<file path="src/rtl/rfd_lock_ctrl_pkg.sv">
//------------------------------------------------------------------------------
// Module   : rfd_ctrl_pkg
// Purpose  : State encoding and sizing helpers shared by the lock controller.
// Revision : 1.0 - initial release
//------------------------------------------------------------------------------
`default_nettype none

package rfd_ctrl_pkg;

    // Width of the externally visible state code
    localparam int STATE_W = 3;

    // Controller states; the codes are visible on the state output
    typedef enum logic [STATE_W-1:0] {
        ST_IDLE   = 3'd0,
        ST_RST    = 3'd1,
        ST_COARSE = 3'd2,
        ST_FINE   = 3'd3,
        ST_LOCKED = 3'd4
    } state_t;

    // Bits needed for a counter running 0 .. cycles-1 (never narrower than 1)
    function automatic int rst_cnt_width(input int cycles);
        return (cycles <= 2) ? 1 : $clog2(cycles);
    endfunction

endpackage

`default_nettype wire

</file>
<file path="src/rtl/rfd_lock_ctrl_if.sv">
//------------------------------------------------------------------------------
// Module   : rfd_lock_ctrl_if
// Purpose  : Controller <-> rotational frequency detector signal bundle.
// Revision : 1.0 - initial release
//------------------------------------------------------------------------------
`default_nettype none

interface rfd_lock_ctrl_if #(
    parameter int SAMPLE_CTR_SIZE = 14,
    parameter int ROT_SH_CTR_SIZE = 5
);
    // Detector status towards the controller
    logic                         rfd_sample;
    logic                         rfd_error;
    // Controller reset and configuration towards the detector
    logic                         rfd_rstn;
    logic [SAMPLE_CTR_SIZE-1:0]   max_sample_count;
    logic [ROT_SH_CTR_SIZE-2:0]   max_rotation_shift;

    // Controller side
    modport master (
        input  rfd_sample,
        input  rfd_error,
        output rfd_rstn,
        output max_sample_count,
        output max_rotation_shift
    );

    // Detector side
    modport slave (
        output rfd_sample,
        output rfd_error,
        input  rfd_rstn,
        input  max_sample_count,
        input  max_rotation_shift
    );

endinterface

`default_nettype wire

</file>
<file path="src/rtl/rfd_lock_ctrl_win_cnt.sv">
//------------------------------------------------------------------------------
// Module   : rfd_win_cnt
// Purpose  : Saturating consecutive-window counter with threshold flag.
//            'reached' looks at the count as it will be after this cycle's
//            clear/inc, so the controller can act on the qualifying window
//            itself instead of one cycle later. A zero threshold acts as 1.
// Revision : 1.0 - initial release
//------------------------------------------------------------------------------
`default_nettype none

module rfd_win_cnt #(
    parameter int HYST_CNT_SIZE = 4
) (
    input  wire logic                     clk_ref,
    input  wire logic                     rstn,
    input  wire logic                     clear,
    input  wire logic                     inc,
    input  wire logic [HYST_CNT_SIZE-1:0] threshold,
    output logic                          reached
);

    localparam logic [HYST_CNT_SIZE-1:0] CNT_MAX = '1;
    localparam logic [HYST_CNT_SIZE-1:0] CNT_ONE = HYST_CNT_SIZE'(1);

    logic [HYST_CNT_SIZE-1:0] count;
    logic [HYST_CNT_SIZE-1:0] count_nxt;
    logic [HYST_CNT_SIZE-1:0] thr_eff;

    // Next count: clear wins over increment, increment stops at all-ones
    always_comb begin
        count_nxt = count;
        if (clear) begin
            count_nxt = '0;
        end else if (inc && (count != CNT_MAX)) begin
            count_nxt = count + CNT_ONE;
        end
    end

    assign thr_eff = (threshold == '0) ? CNT_ONE : threshold;
    assign reached = (count_nxt >= thr_eff);

    // Count register
    always_ff @(posedge clk_ref or negedge rstn) begin
        if (!rstn) begin
            count <= '0;
        end else begin
            count <= count_nxt;
        end
    end

endmodule

`default_nettype wire

</file>
<file path="src/rtl/rfd_lock_ctrl.sv">
//------------------------------------------------------------------------------
// Module   : rfd_lock_ctrl
// Purpose  : Lock-acquisition controller for the rotational frequency
//            detector. Walks a coarse-then-fine threshold profile, resets the
//            detector on every profile change and qualifies per-window errors
//            with consecutive-window hysteresis to produce locked/lock_lost.
// Revision : 1.0 - initial release
//------------------------------------------------------------------------------
`default_nettype none

module rfd_lock_ctrl
    import rfd_ctrl_pkg::*;
#(
    parameter int SAMPLE_CTR_SIZE = 14,
    parameter int ROT_SH_CTR_SIZE = 5,
    parameter int HYST_CNT_SIZE   = 4,
    parameter int RST_CYCLES      = 4
) (
    input  wire logic                       clk_ref,
    input  wire logic                       rstn,
    input  wire logic                       enable,
    input  wire logic [SAMPLE_CTR_SIZE-1:0] coarse_sample_count,
    input  wire logic [ROT_SH_CTR_SIZE-2:0] coarse_rotation_shift,
    input  wire logic [SAMPLE_CTR_SIZE-1:0] fine_sample_count,
    input  wire logic [ROT_SH_CTR_SIZE-2:0] fine_rotation_shift,
    input  wire logic [HYST_CNT_SIZE-1:0]   lock_windows,
    input  wire logic [HYST_CNT_SIZE-1:0]   unlock_windows,
    output logic                            locked,
    output logic                            lock_lost,
    output logic [STATE_W-1:0]              state,
    rfd_lock_ctrl_if.master                 det
);

    localparam int                   RST_CNT_W = rst_cnt_width(RST_CYCLES);
    localparam logic [RST_CNT_W-1:0] RST_LAST  = RST_CNT_W'(RST_CYCLES - 1);
    localparam logic [RST_CNT_W-1:0] RST_ONE   = RST_CNT_W'(1);

    state_t                 cur_state;
    state_t                 target;
    logic [RST_CNT_W-1:0]   rst_cnt;
    logic                   skip;

    logic                   active;
    logic                   win_valid;
    logic                   win_good;
    logic                   win_bad;
    logic                   cnt_clear;
    logic                   good_reached;
    logic                   bad_reached;
    logic                   good_fire;
    logic                   bad_fire;
    logic                   rst_req;
    logic                   rst_to_fine;

    // Windows only count in the tracking states; the first one after a
    // detector reset is partial and is swallowed by 'skip'.
    assign active    = (cur_state == ST_COARSE) || (cur_state == ST_FINE) ||
                       (cur_state == ST_LOCKED);
    assign win_valid = enable && det.rfd_sample && active && !skip;
    assign win_good  = win_valid && !det.rfd_error;
    assign win_bad   = win_valid &&  det.rfd_error;

    // Counters sit at zero while idle or holding the detector in reset, so
    // every RST entry starts a fresh hysteresis run.
    assign cnt_clear = (cur_state == ST_IDLE) || (cur_state == ST_RST);

    rfd_win_cnt #(
        .HYST_CNT_SIZE (HYST_CNT_SIZE)
    ) u_good_cnt (
        .clk_ref   (clk_ref),
        .rstn      (rstn),
        .clear     (cnt_clear || win_bad),
        .inc       (win_good),
        .threshold (lock_windows),
        .reached   (good_reached)
    );

    rfd_win_cnt #(
        .HYST_CNT_SIZE (HYST_CNT_SIZE)
    ) u_bad_cnt (
        .clk_ref   (clk_ref),
        .rstn      (rstn),
        .clear     (cnt_clear || win_good),
        .inc       (win_bad),
        .threshold (unlock_windows),
        .reached   (bad_reached)
    );

    assign good_fire = win_good && good_reached;
    assign bad_fire  = win_bad  && bad_reached;

    // Decide whether this cycle enters RST and which profile it loads
    always_comb begin
        rst_req     = 1'b0;
        rst_to_fine = 1'b0;
        case (cur_state)
            ST_IDLE: begin
                rst_req = 1'b1;
            end
            ST_COARSE: begin
                if (good_fire) begin
                    rst_req     = 1'b1;
                    rst_to_fine = 1'b1;
                end
            end
            ST_FINE, ST_LOCKED: begin
                rst_req = bad_fire;
            end
            default: begin
                rst_req = 1'b0;
            end
        endcase
    end

    // Main state machine with registered detector config and status outputs
    always_ff @(posedge clk_ref or negedge rstn) begin
        if (!rstn) begin
            cur_state              <= ST_IDLE;
            target                 <= ST_COARSE;
            rst_cnt                <= '0;
            skip                   <= 1'b0;
            locked                 <= 1'b0;
            lock_lost              <= 1'b0;
            det.rfd_rstn           <= 1'b0;
            det.max_sample_count   <= '0;
            det.max_rotation_shift <= '0;
        end else begin
            lock_lost <= 1'b0;
            if (!enable) begin
                // Disable is a quiet stop: no lock_lost event
                cur_state    <= ST_IDLE;
                locked       <= 1'b0;
                skip         <= 1'b0;
                det.rfd_rstn <= 1'b0;
            end else if (rst_req) begin
                // Config inputs are captured only here, so the detector sees
                // a new profile exactly while it is held in reset.
                cur_state    <= ST_RST;
                target       <= rst_to_fine ? ST_FINE : ST_COARSE;
                det.max_sample_count   <= rst_to_fine ? fine_sample_count
                                                      : coarse_sample_count;
                det.max_rotation_shift <= rst_to_fine ? fine_rotation_shift
                                                      : coarse_rotation_shift;
                det.rfd_rstn <= 1'b0;
                rst_cnt      <= '0;
                skip         <= 1'b1;
                locked       <= 1'b0;
                if (cur_state == ST_LOCKED) begin
                    lock_lost <= 1'b1;
                end
            end else begin
                if (det.rfd_sample && active) begin
                    skip <= 1'b0;
                end
                case (cur_state)
                    ST_RST: begin
                        if (rst_cnt == RST_LAST) begin
                            cur_state    <= target;
                            det.rfd_rstn <= 1'b1;
                        end else begin
                            rst_cnt <= rst_cnt + RST_ONE;
                        end
                    end
                    ST_FINE: begin
                        // Fine lock keeps the detector running on the same profile
                        if (good_fire) begin
                            cur_state <= ST_LOCKED;
                            locked    <= 1'b1;
                        end
                    end
                    default: begin
                        cur_state <= cur_state;
                    end
                endcase
            end
        end
    end

    assign state = cur_state;

endmodule

`default_nettype wire

</file>
<file path="src/flat_wrapper.sv">
// flat-port wrapper written by rule: the top's interface ports become plain ports
module rfd_lock_ctrl_flat import rfd_ctrl_pkg::*;
#(
    parameter int SAMPLE_CTR_SIZE = 14,
    parameter int ROT_SH_CTR_SIZE = 5,
    parameter int HYST_CNT_SIZE   = 4,
    parameter int RST_CYCLES      = 4
)
  (clk_ref, rstn, enable, coarse_sample_count, coarse_rotation_shift, fine_sample_count, fine_rotation_shift, lock_windows, unlock_windows, locked, lock_lost, state, det_rfd_sample, det_rfd_error, det_rfd_rstn, det_max_sample_count, det_max_rotation_shift);
  rfd_lock_ctrl_if #(.SAMPLE_CTR_SIZE(SAMPLE_CTR_SIZE), .ROT_SH_CTR_SIZE(ROT_SH_CTR_SIZE)) det_i ();
  input  wire logic clk_ref;
  input  wire logic rstn;
  input  wire logic enable;
  input  wire logic [SAMPLE_CTR_SIZE-1:0] coarse_sample_count;
  input  wire logic [ROT_SH_CTR_SIZE-2:0] coarse_rotation_shift;
  input  wire logic [SAMPLE_CTR_SIZE-1:0] fine_sample_count;
  input  wire logic [ROT_SH_CTR_SIZE-2:0] fine_rotation_shift;
  input  wire logic [HYST_CNT_SIZE-1:0] lock_windows;
  input  wire logic [HYST_CNT_SIZE-1:0] unlock_windows;
  output logic locked;
  output logic lock_lost;
  output logic [STATE_W-1:0] state;
  input wire logic [$bits(det_i.rfd_sample)-1:0] det_rfd_sample;
  input wire logic [$bits(det_i.rfd_error)-1:0] det_rfd_error;
  output wire logic [$bits(det_i.rfd_rstn)-1:0] det_rfd_rstn;
  output wire logic [$bits(det_i.max_sample_count)-1:0] det_max_sample_count;
  output wire logic [$bits(det_i.max_rotation_shift)-1:0] det_max_rotation_shift;
  assign det_i.rfd_sample = det_rfd_sample;
  assign det_i.rfd_error = det_rfd_error;
  assign det_rfd_rstn = det_i.rfd_rstn;
  assign det_max_sample_count = det_i.max_sample_count;
  assign det_max_rotation_shift = det_i.max_rotation_shift;
  rfd_lock_ctrl #(.SAMPLE_CTR_SIZE(SAMPLE_CTR_SIZE), .ROT_SH_CTR_SIZE(ROT_SH_CTR_SIZE), .HYST_CNT_SIZE(HYST_CNT_SIZE), .RST_CYCLES(RST_CYCLES)) u_core (.clk_ref(clk_ref), .rstn(rstn), .enable(enable), .coarse_sample_count(coarse_sample_count), .coarse_rotation_shift(coarse_rotation_shift), .fine_sample_count(fine_sample_count), .fine_rotation_shift(fine_rotation_shift), .lock_windows(lock_windows), .unlock_windows(unlock_windows), .locked(locked), .lock_lost(lock_lost), .state(state), .det(det_i));
endmodule
</file>
<file path="config.mk">
export PLATFORM = sky130hd
export DESIGN_NAME = rfd_lock_ctrl_flat
export DESIGN_NICKNAME = d
export VERILOG_FILES = /design/src/rtl/rfd_lock_ctrl_pkg.sv /design/src/rtl/rfd_lock_ctrl_if.sv /design/src/rtl/rfd_lock_ctrl_win_cnt.sv /design/src/rtl/rfd_lock_ctrl.sv /design/src/flat_wrapper.sv
export SDC_FILE = /design/constraint.sdc
export NUM_CORES = 1
export LEC_CHECK = 0
export CAP_MARGIN = 20
export CORE_AREA = 3 3 71 73
export CTS_CLUSTER_SIZE = 12
export DETAILED_ROUTE_END_ITERATION = 16
export DIE_AREA = 0 0 74 76
export PLACE_DENSITY = 0.82
export SYNTH_ARGS = -nofsm -noshare
export SYNTH_HDL_FRONTEND = slang
export SYNTH_SLANG_ARGS = --single-unit
</file>
<file path="constraint.sdc">
create_clock -name clk_ref -period 9.3 [get_ports clk_ref]
set_input_delay 1.86 -clock clk_ref [delete_from_list [all_inputs] [get_ports clk_ref]]
set_output_delay 1.86 -clock clk_ref [all_outputs]
set_load 0.01 [all_outputs]
</file>
# Word level (Yosys, flattened, before mapping)
# Cells that the tools add are included.
dict set report totals {
  ff_bits 38
  word_cells 93
}
dict set report op_classes {
  order_cmp 2
  eq_ne 16
  muxes 34
  n_reduce_logical 27
  n_addsub 3
}
# cell n
set op_table {}
lappend op_table {{two-way mux 4 bit} 7}
lappend op_table {{two-way mux 1 bit} 17}
lappend op_table {{!= test 3 x 1 -> 1 bit, second input constant} 5}
lappend op_table {{two-way mux 14 bit} 1}
lappend op_table {{two-way mux 3 bit} 4}
lappend op_table {{logical AND 1 bit} 10}
lappend op_table {{adder 4 x 1 -> 4 bit, second input constant} 2}
lappend op_table {{>= comparator 4 bit} 2}
lappend op_table {{logical NOT 4 bit} 2}
lappend op_table {{!= test 4 bit, second input constant} 2}
lappend op_table {{== test 3 x 2 -> 1 bit, second input constant} 2}
lappend op_table {{two-way mux 2 bit} 3}
lappend op_table {{case mux 3 bit (2 select lines)} 1}
lappend op_table {{AND reduction 2 bit} 3}
lappend op_table {{AND reduction 3 bit} 2}
lappend op_table {{logical OR 1 bit} 5}
lappend op_table {{!= test 4 x 1 -> 1 bit, second input constant} 1}
lappend op_table {{!= test 4 x 2 -> 1 bit, second input constant} 1}
lappend op_table {{!= test 4 x 3 -> 1 bit, second input constant} 1}
lappend op_table {{== test 3 x 1 -> 1 bit, second input constant} 1}
lappend op_table {{== test 3 bit, second input constant} 1}
lappend op_table {{logical NOT 3 bit} 1}
lappend op_table {{case mux 1 bit (3 select lines)} 1}
lappend op_table {{adder 2 x 1 -> 2 bit, second input constant} 1}
lappend op_table {{other kinds (5)} 6}

# Depth between registers and ports, before layout
# Gate-level depths: netlist (run 1).
dict set report depth {
  word_depth 15
  ltp_mapped 14
}

# Hierarchy
# From an unflattened synthesis (run 1), not the netlist that was laid out.
dict set report hier_totals {
  hier_cells 198
  area_unflattened_um2 2262.2
}
# mod instances cells_each area_each_um2
set modules_own_cells {}
lappend modules_own_cells {rfd_lock_ctrl 1 130 1594.0}
lappend modules_own_cells {rfd_win_cnt 2 34 334.1}

# Worst setup path before layout (run 1)
# Ideal clock, no wire load.
dict set report synth_path {
  path_kind {input port to flip-flop}
  from {input det_rfd_error}
  to {register u_core.det.max_rotation_shift[3]}
  setup_slack_ns 4.484
  setup_time_ns 0.125
  path_buffers 2
  arrival_ns 4.691
  path_stages 12
  required_ns 9.175
  cell_sequence {and4bb_4 o211ai_1 xor2_1 or2_2 ha_1 nand2b_1 a2111oi_2 or4b_1 buf_6 buf_12 mux2_4 mux2_4}
}
dict set report synth_between {
  elab_chain_len 10
  word_cells_on_any_way 20
}
# item line_no
set synth_rtl {}
lappend synth_rtl {{start: declaration} flat_wrapper.sv:24} ;# input wire logic [$bits(det_i.rfd_error)-1:0] det_rfd_error;
lappend synth_rtl {{logical NOT 1 bit} rfd_lock_ctrl.sv:60} ;# assign win_good = win_valid && !det.rfd_error;
lappend synth_rtl {{logical AND 1 bit} rfd_lock_ctrl.sv:60}
lappend synth_rtl {{logical AND 1 bit} rfd_lock_ctrl_win_cnt.sv:34} ;# end else if (inc && (count != CNT_MAX)) begin
lappend synth_rtl {{two-way mux 4 bit} rfd_lock_ctrl_win_cnt.sv:34}
lappend synth_rtl {{two-way mux 4 bit} rfd_lock_ctrl_win_cnt.sv:32} ;# if (clear) begin
lappend synth_rtl {{>= comparator 4 bit} rfd_lock_ctrl_win_cnt.sv:40} ;# assign reached = (count_nxt >= thr_eff);
lappend synth_rtl {{logical AND 1 bit} rfd_lock_ctrl.sv:89} ;# assign good_fire = win_good && good_reached;
lappend synth_rtl {{two-way mux 1 bit} rfd_lock_ctrl.sv:101} ;# if (good_fire) begin
lappend synth_rtl {{case mux 1 bit (3 select lines) or two-way mux 1 bit (tied branches)} rfd_lock_ctrl.sv:96} ;# case (cur_state)
lappend synth_rtl {{AND reduction 2 bit (no line) or two-way mux 4 bit (tied branches)} --}
lappend synth_rtl {{end signal: assignment} rfd_lock_ctrl.sv:142} ;# det.max_rotation_shift <= rst_to_fine ? fine_rotation_shift
lappend synth_rtl {{end: declaration} rfd_lock_ctrl_if.sv:26} ;# output max_rotation_shift
# Several ways; a longest one is shown, not always the timed one.
# A chain may end at the register's enable or synchronous reset.

# Final worst setup path (run 1)
dict set report layout_path {
  from {input enable}
  to {register u_core.det.max_sample_count[7]}
}
dict set report layout_between {
  elab_chain_len 12
  word_cells_on_any_way 22
}
# item line_no
set layout_rtl {}
lappend layout_rtl {{start: declaration} flat_wrapper.sv:13} ;# input wire logic enable;
lappend layout_rtl {{logical AND 1 bit (3 in series)} rfd_lock_ctrl.sv:59} ;# assign win_valid = enable && det.rfd_sample && active && !skip;
lappend layout_rtl {{logical AND 1 bit} rfd_lock_ctrl.sv:60}
lappend layout_rtl {{logical AND 1 bit} rfd_lock_ctrl_win_cnt.sv:34}
lappend layout_rtl {{two-way mux 4 bit} rfd_lock_ctrl_win_cnt.sv:34}
lappend layout_rtl {{two-way mux 4 bit} rfd_lock_ctrl_win_cnt.sv:32}
lappend layout_rtl {{>= comparator 4 bit} rfd_lock_ctrl_win_cnt.sv:40}
lappend layout_rtl {{logical AND 1 bit} rfd_lock_ctrl.sv:89}
lappend layout_rtl {{two-way mux 1 bit} rfd_lock_ctrl.sv:101}
lappend layout_rtl {{case mux 1 bit (3 select lines) or two-way mux 1 bit (tied branches)} rfd_lock_ctrl.sv:96}
lappend layout_rtl {{AND reduction 2 bit (no line) or two-way mux 14 bit (tied branches)} --}
lappend layout_rtl {{end signal: assignment} rfd_lock_ctrl.sv:140} ;# det.max_sample_count <= rst_to_fine ? fine_sample_count
lappend layout_rtl {{end: declaration} rfd_lock_ctrl_if.sv:25} ;# output max_sample_count,
# Several ways; a longest one is shown, not always the timed one.

==> qor.yml, run 1 <==
status: "finished clean"
hold_start: "u_core.det.max_sample_count[6]$_DFFE_PN0P_"
layout-drive-gt1-share_pct: 20.8
routedWlPerCell_um: 14.5
grt_pass1_vias: 1785
syn_avg_cell_area_um2: 11.6
r2r_cells: 10
clk_path_buf_depth: 2
end_kind: "register"
n_fill_cell: 326
cellPowerDensity_nw_per_um2: 142
htreeDepth: 2
yosys_warnings: 0
timing.final.crit_share_pct: 61.1
die_w_um: 74
fin_skew_ns: 0.00613
relSlewSlack_pct: 39.6
hold_viol_final: 0
start_util_pct: 48.5
wirelength_um: 4540
path_class: "in2reg"
synth-seq-cells: 36
grt_first_pass_wirelength_um: 7990
ir_drop_mv: 0.0956
hold_end: "u_core.det.max_sample_count[6]$_DFFE_PN0P_"
r2r_start: "u_core.state[2]$_DFFE_PN0P_"
max_freq_mhz: 176
place_hpwl_um: 3480
maxCapViolCount: 0
grt_overflow: 0
rsz0062_at_grt: "no"
route.detailed.drc: 0
worst-path-max-fanout: 19
synth_area_um2: 2140
syn_nets: 245
num_rows: 24
insertedDiodeCount: 0
worstPathArrival_ns: 5.85
clk_pin_slew_worst_paths_ns: 0.07
worstSkewPairLatency_ns: 0.28
io_pins: 73
tns_ns: 0
cts_tree: "built"
vias: 1685
ctsResizeCount: 0
synth_flop_cell: "dfrtp_1"
gp_congestion: 0.872
min_path_cells: 1
reg2reg_slack_ns: 5.17
final_nets: 320
cts_buffers: 5
ant_nets: 0
finalCriticalPeriod_ns: 5.68
tightest_slew_ns: 0.906
yosysSeqAreaShare_pct: 42.1
syn_inst: 185
syn2layout_area_growth_pct: 39.3
io_buffers: 72
first_iter_violations: 94
cp-start-kind: "primary input"
yosysUniqueCellTypes: 44
core_area_um2: 4410
vias_per_cell: 5.40
cts_sinks: 36
hold_buffers: 0
hp-class: "reg2reg"
critPathRequiredTime_ns: 9.47
antenna_found_initial: 0
dieArea_um2: 5620
grt_max_degree: 37
slew_viol_final: 0
synth-edff-count: 0
finalSetupViolations: 0
grt_util_all_layers_pct: 17.8
synth-async-reset-ratio_pct: 100
p_leak_nw: 1.29
worstReg2RegEnd: "u_core.det.max_sample_count[7]$_DFFE_PN0P_"
cts_setup_buffers: 0
firstDrtPassIters: 4
fin_hold_ws_ns: 0.510
dieHeight_um: 76
cts-root-buf: "clkbuf_8"
[metrics by stage]
step / setup WS, ns / instance area (um2) / utilization [%] / instances / power (mW)
2_1_floorplan: 4.48 / 2140 / - / 185 / 0.251
3_3_place_gp: 3.39 / 2890 / 65.4 / 304 / 0.320
3_5_place_dp: 3.33 / 2890 / 65.4 / 304 / 0.323
4_1_cts: 3.60 / 2970 / 67.2 / 311 / 0.429
5_1_grt: 3.40 / 2980 / 67.6 / 312 / 0.451
6_report: 3.62 / 2980 / 67.6 / 312 / 0.424
[worst max path at each step]
stage / end / cells past startpoint / from / slack [ns]
6_report: u_core.det.max_sample_count[7]$_DFFE_PN0P_ / 11 / enable / 3.62
5_1_grt: u_core.det.max_sample_count[13]$_DFFE_PN0P_ / 11 / enable / 3.40
4_1_cts: u_core.det.max_sample_count[7]$_DFFE_PN0P_ / 11 / enable / 3.60
3_5_place_dp: u_core.det.max_sample_count[5]$_DFFE_PN0P_ / 11 / enable / 3.33
3_3_place_gp: u_core.det.max_sample_count[7]$_DFFE_PN0P_ / 11 / enable / 3.39
2_1_floorplan: u_core.det.max_rotation_shift[3]$_DFFE_PN0P_ / 12 / det_rfd_error / 4.48
[layout make-up]
type,instances,area (um2),share of cell area [%]
Clock inverter,2,12.5,0.419
Clock buffer,5,68.8,2.31
Sequential cell,36,901,30.2
Inverter,13,48.8,1.64
Multi-Input combinational cell,130,1140,38.3
Tap cell,52,65.1,2.18
Timing Repair Buffer,74,743,24.9
[layout by cell type (no fill, tap or decap), types with 2 or more instances in the layout]
cell type,Yosys,final
nor2b_1,2,2
clkdlybuf4s50_1,0,72
o21ai_0,6,6
inv_1,13,13
o22ai_1,2,2
a31oi_1,4,4
nor2_1,10,10
nand2b_1,2,2
a31o_2,2,2
nand2_1,4,4
mux2_2,18,18
xor2_1,2,2
nand3_1,7,7
nor3b_1,4,4
dfrtp_1,36,36
or2_2,3,3
ha_1,11,11
clkbuf_8,0,5
o21a_1,3,3
mux2i_1,2,2
nor3_1,5,5
a21oi_1,6,6
mux2_4,18,18
[synth_stat cells, types with 2 or more instances]
library cell / instances / share of area (%)
mux2i_1: 2 / 0.93
xor2_1: 2 / 0.82
nand2b_1: 2 / 0.58
dfrtp_1: 36 / 42
or2_2: 3 / 0.88
nor2_1: 10 / 1.8
inv_1: 13 / 2.3
a21oi_1: 6 / 1.4
mux2_4: 18 / 13
nor3_1: 5 / 1.2
nor3b_1: 4 / 1.4
o22ai_1: 2 / 0.58
nor2b_1: 2 / 0.58
ha_1: 11 / 6.4
a31oi_1: 4 / 1.2
o21a_1: 3 / 1.1
a31o_2: 2 / 0.82
mux2_2: 18 / 9.5
o21ai_0: 6 / 1.4
nand2_1: 4 / 0.70
nand3_1: 7 / 1.6
clkbuf_1: 2 / 0.35
buf_2: 2 / 0.47
[critical path, cell delays in order]
cell and delay, ns:
clkdlybuf4s50_1 0.63, and4bb_4 0.32, o211ai_1 0.17, xor2_1 0.19, or2_2 0.30, ha_1 0.28, nand2b_1 0.15, a2111oi_2 0.47
or4b_1 0.79, mux2_2 0.42, mux2_2 0.26
[sequential cells by signal, indices dropped and copies added (netlist names)]
| signal | flops |
|---|---|
| u_core.det.max_rotation_shift | 4 |
| u_core.det.rfd_rstn | 1 |
| u_core.locked | 1 |
| u_core.det.max_sample_count | 14 |
| u_core.rst_cnt | 2 |
| u_core.target | 1 |
| u_core.skip | 1 |
| u_core.lock_lost | 1 |
| u_core.state | 3 |
| u_core.u_good_cnt.count | 4 |
| u_core.u_bad_cnt.count | 4 |
[kinds of logic (layout without fill, tap and decap cells)]
family                     count (synthesis)  after routing  share of synthesized area, %
adders and majority gates                 11             11                          6.43
muxes                                     38             38                          23.0
DFF                                       36             36                          42.1
AOI/OAI and AO/OA                         33             33                          10.6
xor gates and xnor gates                   3              3                          1.23
buffers and inverters                     19             94                          4.56
and+or+nand+nor                           45             45                          12.1
[where the power goes]
part	internal (mW)	switching (mW)
Clock	0.0506	0.0536
Combinational	0.0828	0.0452
Sequential	0.178	0.0144
Total	0.311	0.113
[metal layers]
layer	wire [um]	vias up	global-route usage, %
met3	436	11	7.65
met4	63	0	4.35
met5	0	-	0
met1	1870	790	21.4
met2	2170	65	29.1
li1	-	819	-
Note: power is estimated with default switching activity, not from simulation.
==> run 2: changes to the inputs <==
- CORE_AREA: 3 3 71 73 -> 3 3 73 75
- DIE_AREA: 0 0 74 76 -> 0 0 76 78
- PLACE_DENSITY: 0.82 -> 0.78
- clock period: 9.3 -> 5.3 ns (I/O delays scaled with it)
==> run 2 against run 1 <==
Clock skew decreased by 0.0035 ns. Register-to-register slack worse by 3.9 ns. Die area rose by 5.4%. Sequential power rose by 74%. Count of clock-buffer cells in the layout up 2. Sequential cell count did not move. Cell count is 5.1% higher. Largest cell class unchanged. Sequential share of layout area is 0.58 points lower. Highest routed layer unchanged.
==> qor.yml, run 2 (synthesis results as in run 1) <==
status: "finished clean"
top_layer: "met4"
maxCapViolCount: 0  # unchanged
regMostFlops: "u_core.det.max_sample_count"
core_area_um2: 4720  # +7.0%
clk_pin_slew_worst_paths_ns: 0.07  # about the same
cts-root-buf: "clkbuf_8"
final_nets: 320  # unchanged
die_w_um: 76  # +2.7%
place_hpwl_um: 3440  # -1.2%
hold_start: "u_core.det.max_sample_count[4]$_DFFE_PN0P_"
end_kind: "register"
route.met2.wl_um: 2360  # +8.7%
layout_common_cells: "71 x clkdlybuf4s50_1, 36 x dfrtp_1, 18 x mux2_4, 18 x mux2_2, 13 x inv_1"
cpPeakStageDelay_ns: 0.64  # -0.15 ns
p_leak_nw: 1.32  # +1.8%
rsz0062_at_grt: "no"
cts_tree: "built"
ctsResizeCount: 0  # unchanged
layout_setup_ws_ns: 0.626  # -3.00 ns
worstSkewPairLatency_ns: 0.28  # about the same
wl_met1_um: 1750  # -6.6%
first_iter_violations: 69  # -27%
insertedDiodeCount: 0  # unchanged
path_class: "in2reg"
final_common_cell: "clkdlybuf4s50_1"
dieArea_um2: 5930  # +5.4%
path_cells: "clkdlybuf4s50_1, and4bb_4, o211ai_1, xor2_1, or2_2, ha_1, nand2b_1, a2111oi_2, o21ai_0, a32o_1, buf_8, mux2_4"
n_fill_cell: 363  # +11%
vias: 1690  # +0.30%
cp-startpoint: "enable"
post-place-ws_ns: 0.270  # -3.06 ns
tns_ns: 0  # unchanged
crit_family: "compound AO/OA/AOI/OAI gates"
cts_buffers: 5  # unchanged
htreeDepth: 2  # unchanged
dieHeight_um: 78  # +2.6%
worstPathArrival_ns: 4.85  # -1.00 ns
hp-class: "reg2reg"
grt_overflow: 0  # unchanged
hold_buffers: 0  # unchanged
critPathRequiredTime_ns: 5.47  # -4.00 ns
regArea_um2: 901  # unchanged
slowest_stage: "clkdlybuf4s50_1"
largest_reg_flops: 14  # unchanged
vias_per_cell: 5.15  # -4.6%
grt_util_all_layers_pct: 16.5  # -1.4 points
layout-drive-gt1-share_pct: 21.5  # +0.69 points
max_freq_mhz: 214
ir_drop_mv: 0.177  # +85%
cts_sinks: 36  # unchanged
grt_max_degree: 37  # unchanged
antenna_found_initial: 0  # unchanged
routedWlPerCell_um: 13.7  # -6.1%
tightest_slew_ns: 0.791  # -0.115 ns
gp_congestion: 0.846  # -3.0%
critPathBufInv: 2  # +1
route.detailed.drc: 0  # unchanged
multi_input_area_um2: 1140  # unchanged
clk_path_buf_depth: 2  # unchanged
relSlewSlack_pct: 47.3  # +7.7 points
hold_viol_final: 0  # unchanged
reg2reg_slack_ns: 1.24  # -3.93 ns
cellPowerDensity_nw_per_um2: 269  # +89%
slew_viol_final: 0  # unchanged
fin_hold_ws_ns: 0.509  # -0.000612 ns
grt_first_pass_wirelength_um: 7870  # -1.6%
finalCriticalPeriod_ns: 4.67
wl_met3_um: 322  # -26%
fin_skew_ns: 0.00260  # -0.00353 ns
ant_nets: 0  # unchanged
firstDrtPassIters: 5  # +1
syn2layout_area_growth_pct: 42.0
cp-start-kind: "primary input"
cts_setup_buffers: 0  # unchanged
io_pins: 73  # unchanged
timing.final.crit_share_pct: 88.2
io_buffers: 72  # unchanged
start_util_pct: 45.4  # -3.2 points
num_rows: 25  # +4.2%
worst-path-max-fanout: 11  # -8
r2r_start: "u_core.state[1]$_DFFE_PN0P_"
grt_pass1_vias: 1740  # -2.5%
wirelength_um: 4480  # -1.3%
finalSetupViolations: 0  # unchanged
-- run 2: layer usage --
layer	vias up	global-route usage (%)
met1	806	18.1
met3	7	5.92
met5	-	0
li1	819	-
met4	0	4.53
met2	58	30.1
-- run 2: path summary, 6_finish.rpt --
kind,endpoint,cells after the start
setup / recovery,u_core.det.max_rotation_shift[3]$_DFFE_PN0P_,12
setup reg to reg,u_core.det.max_rotation_shift[3]$_DFFE_PN0P_,12
hold reg to reg,u_core.det.max_sample_count[4]$_DFFE_PN0P_,1
max in group asynchronous,u_core.state[1]$_DFFE_PN0P_,1
hold / removal,u_core.det.max_sample_count[4]$_DFFE_PN0P_,1
min in group asynchronous,u_core.u_good_cnt.count[3]$_DFF_PN0_,1
-- run 2: metrics by stage --
| stage | instances | util (%) | cell area, um2 | total power, mW |
|---|---|---|---|---|
| detailed placement | 319 | 61.4 | 2900 | 0.565 |
| CTS | 327 | 64.1 | 3030 | 0.829 |
| global placement | 319 | 61.4 | 2900 | 0.559 |
| finish | 328 | 64.4 | 3040 | 0.820 |
| global route | 328 | 64.4 | 3040 | 0.866 |
| floorplan | 185 | - | 2140 | 0.440 |
-- run 2: cell type report --
class                           count  area share, %
Sequential cell                    36           29.6
Clock buffer                        7           3.17
Clock inverter                      1          0.987
Timing Repair Buffer               74           24.3
Inverter                           13           1.60
Tap cell                           67           2.76
Multi-Input combinational cell    130           37.6
-- run 2: power by group --
group | internal, mW | switching [mW] | total [mW]
registers | 0.312 | 0.0232 | 0.335
clock network | 0.166 | 0.0949 | 0.261
logic | 0.144 | 0.0793 | 0.224
-- run 2: worst register-to-register path, cell delays in order, from the launching register on --
cell and delay [ns]:
dfrtp_1 0.51, or3b_2 0.54, o21ai_0 0.28, nand3_1 0.30, xor2_1 0.22, or2_2 0.29
ha_1 0.27, nand2b_1 0.09, a211oi_1 0.07, o21bai_1 0.28, a32o_1 0.54, buf_8 0.24
mux2_4 0.31
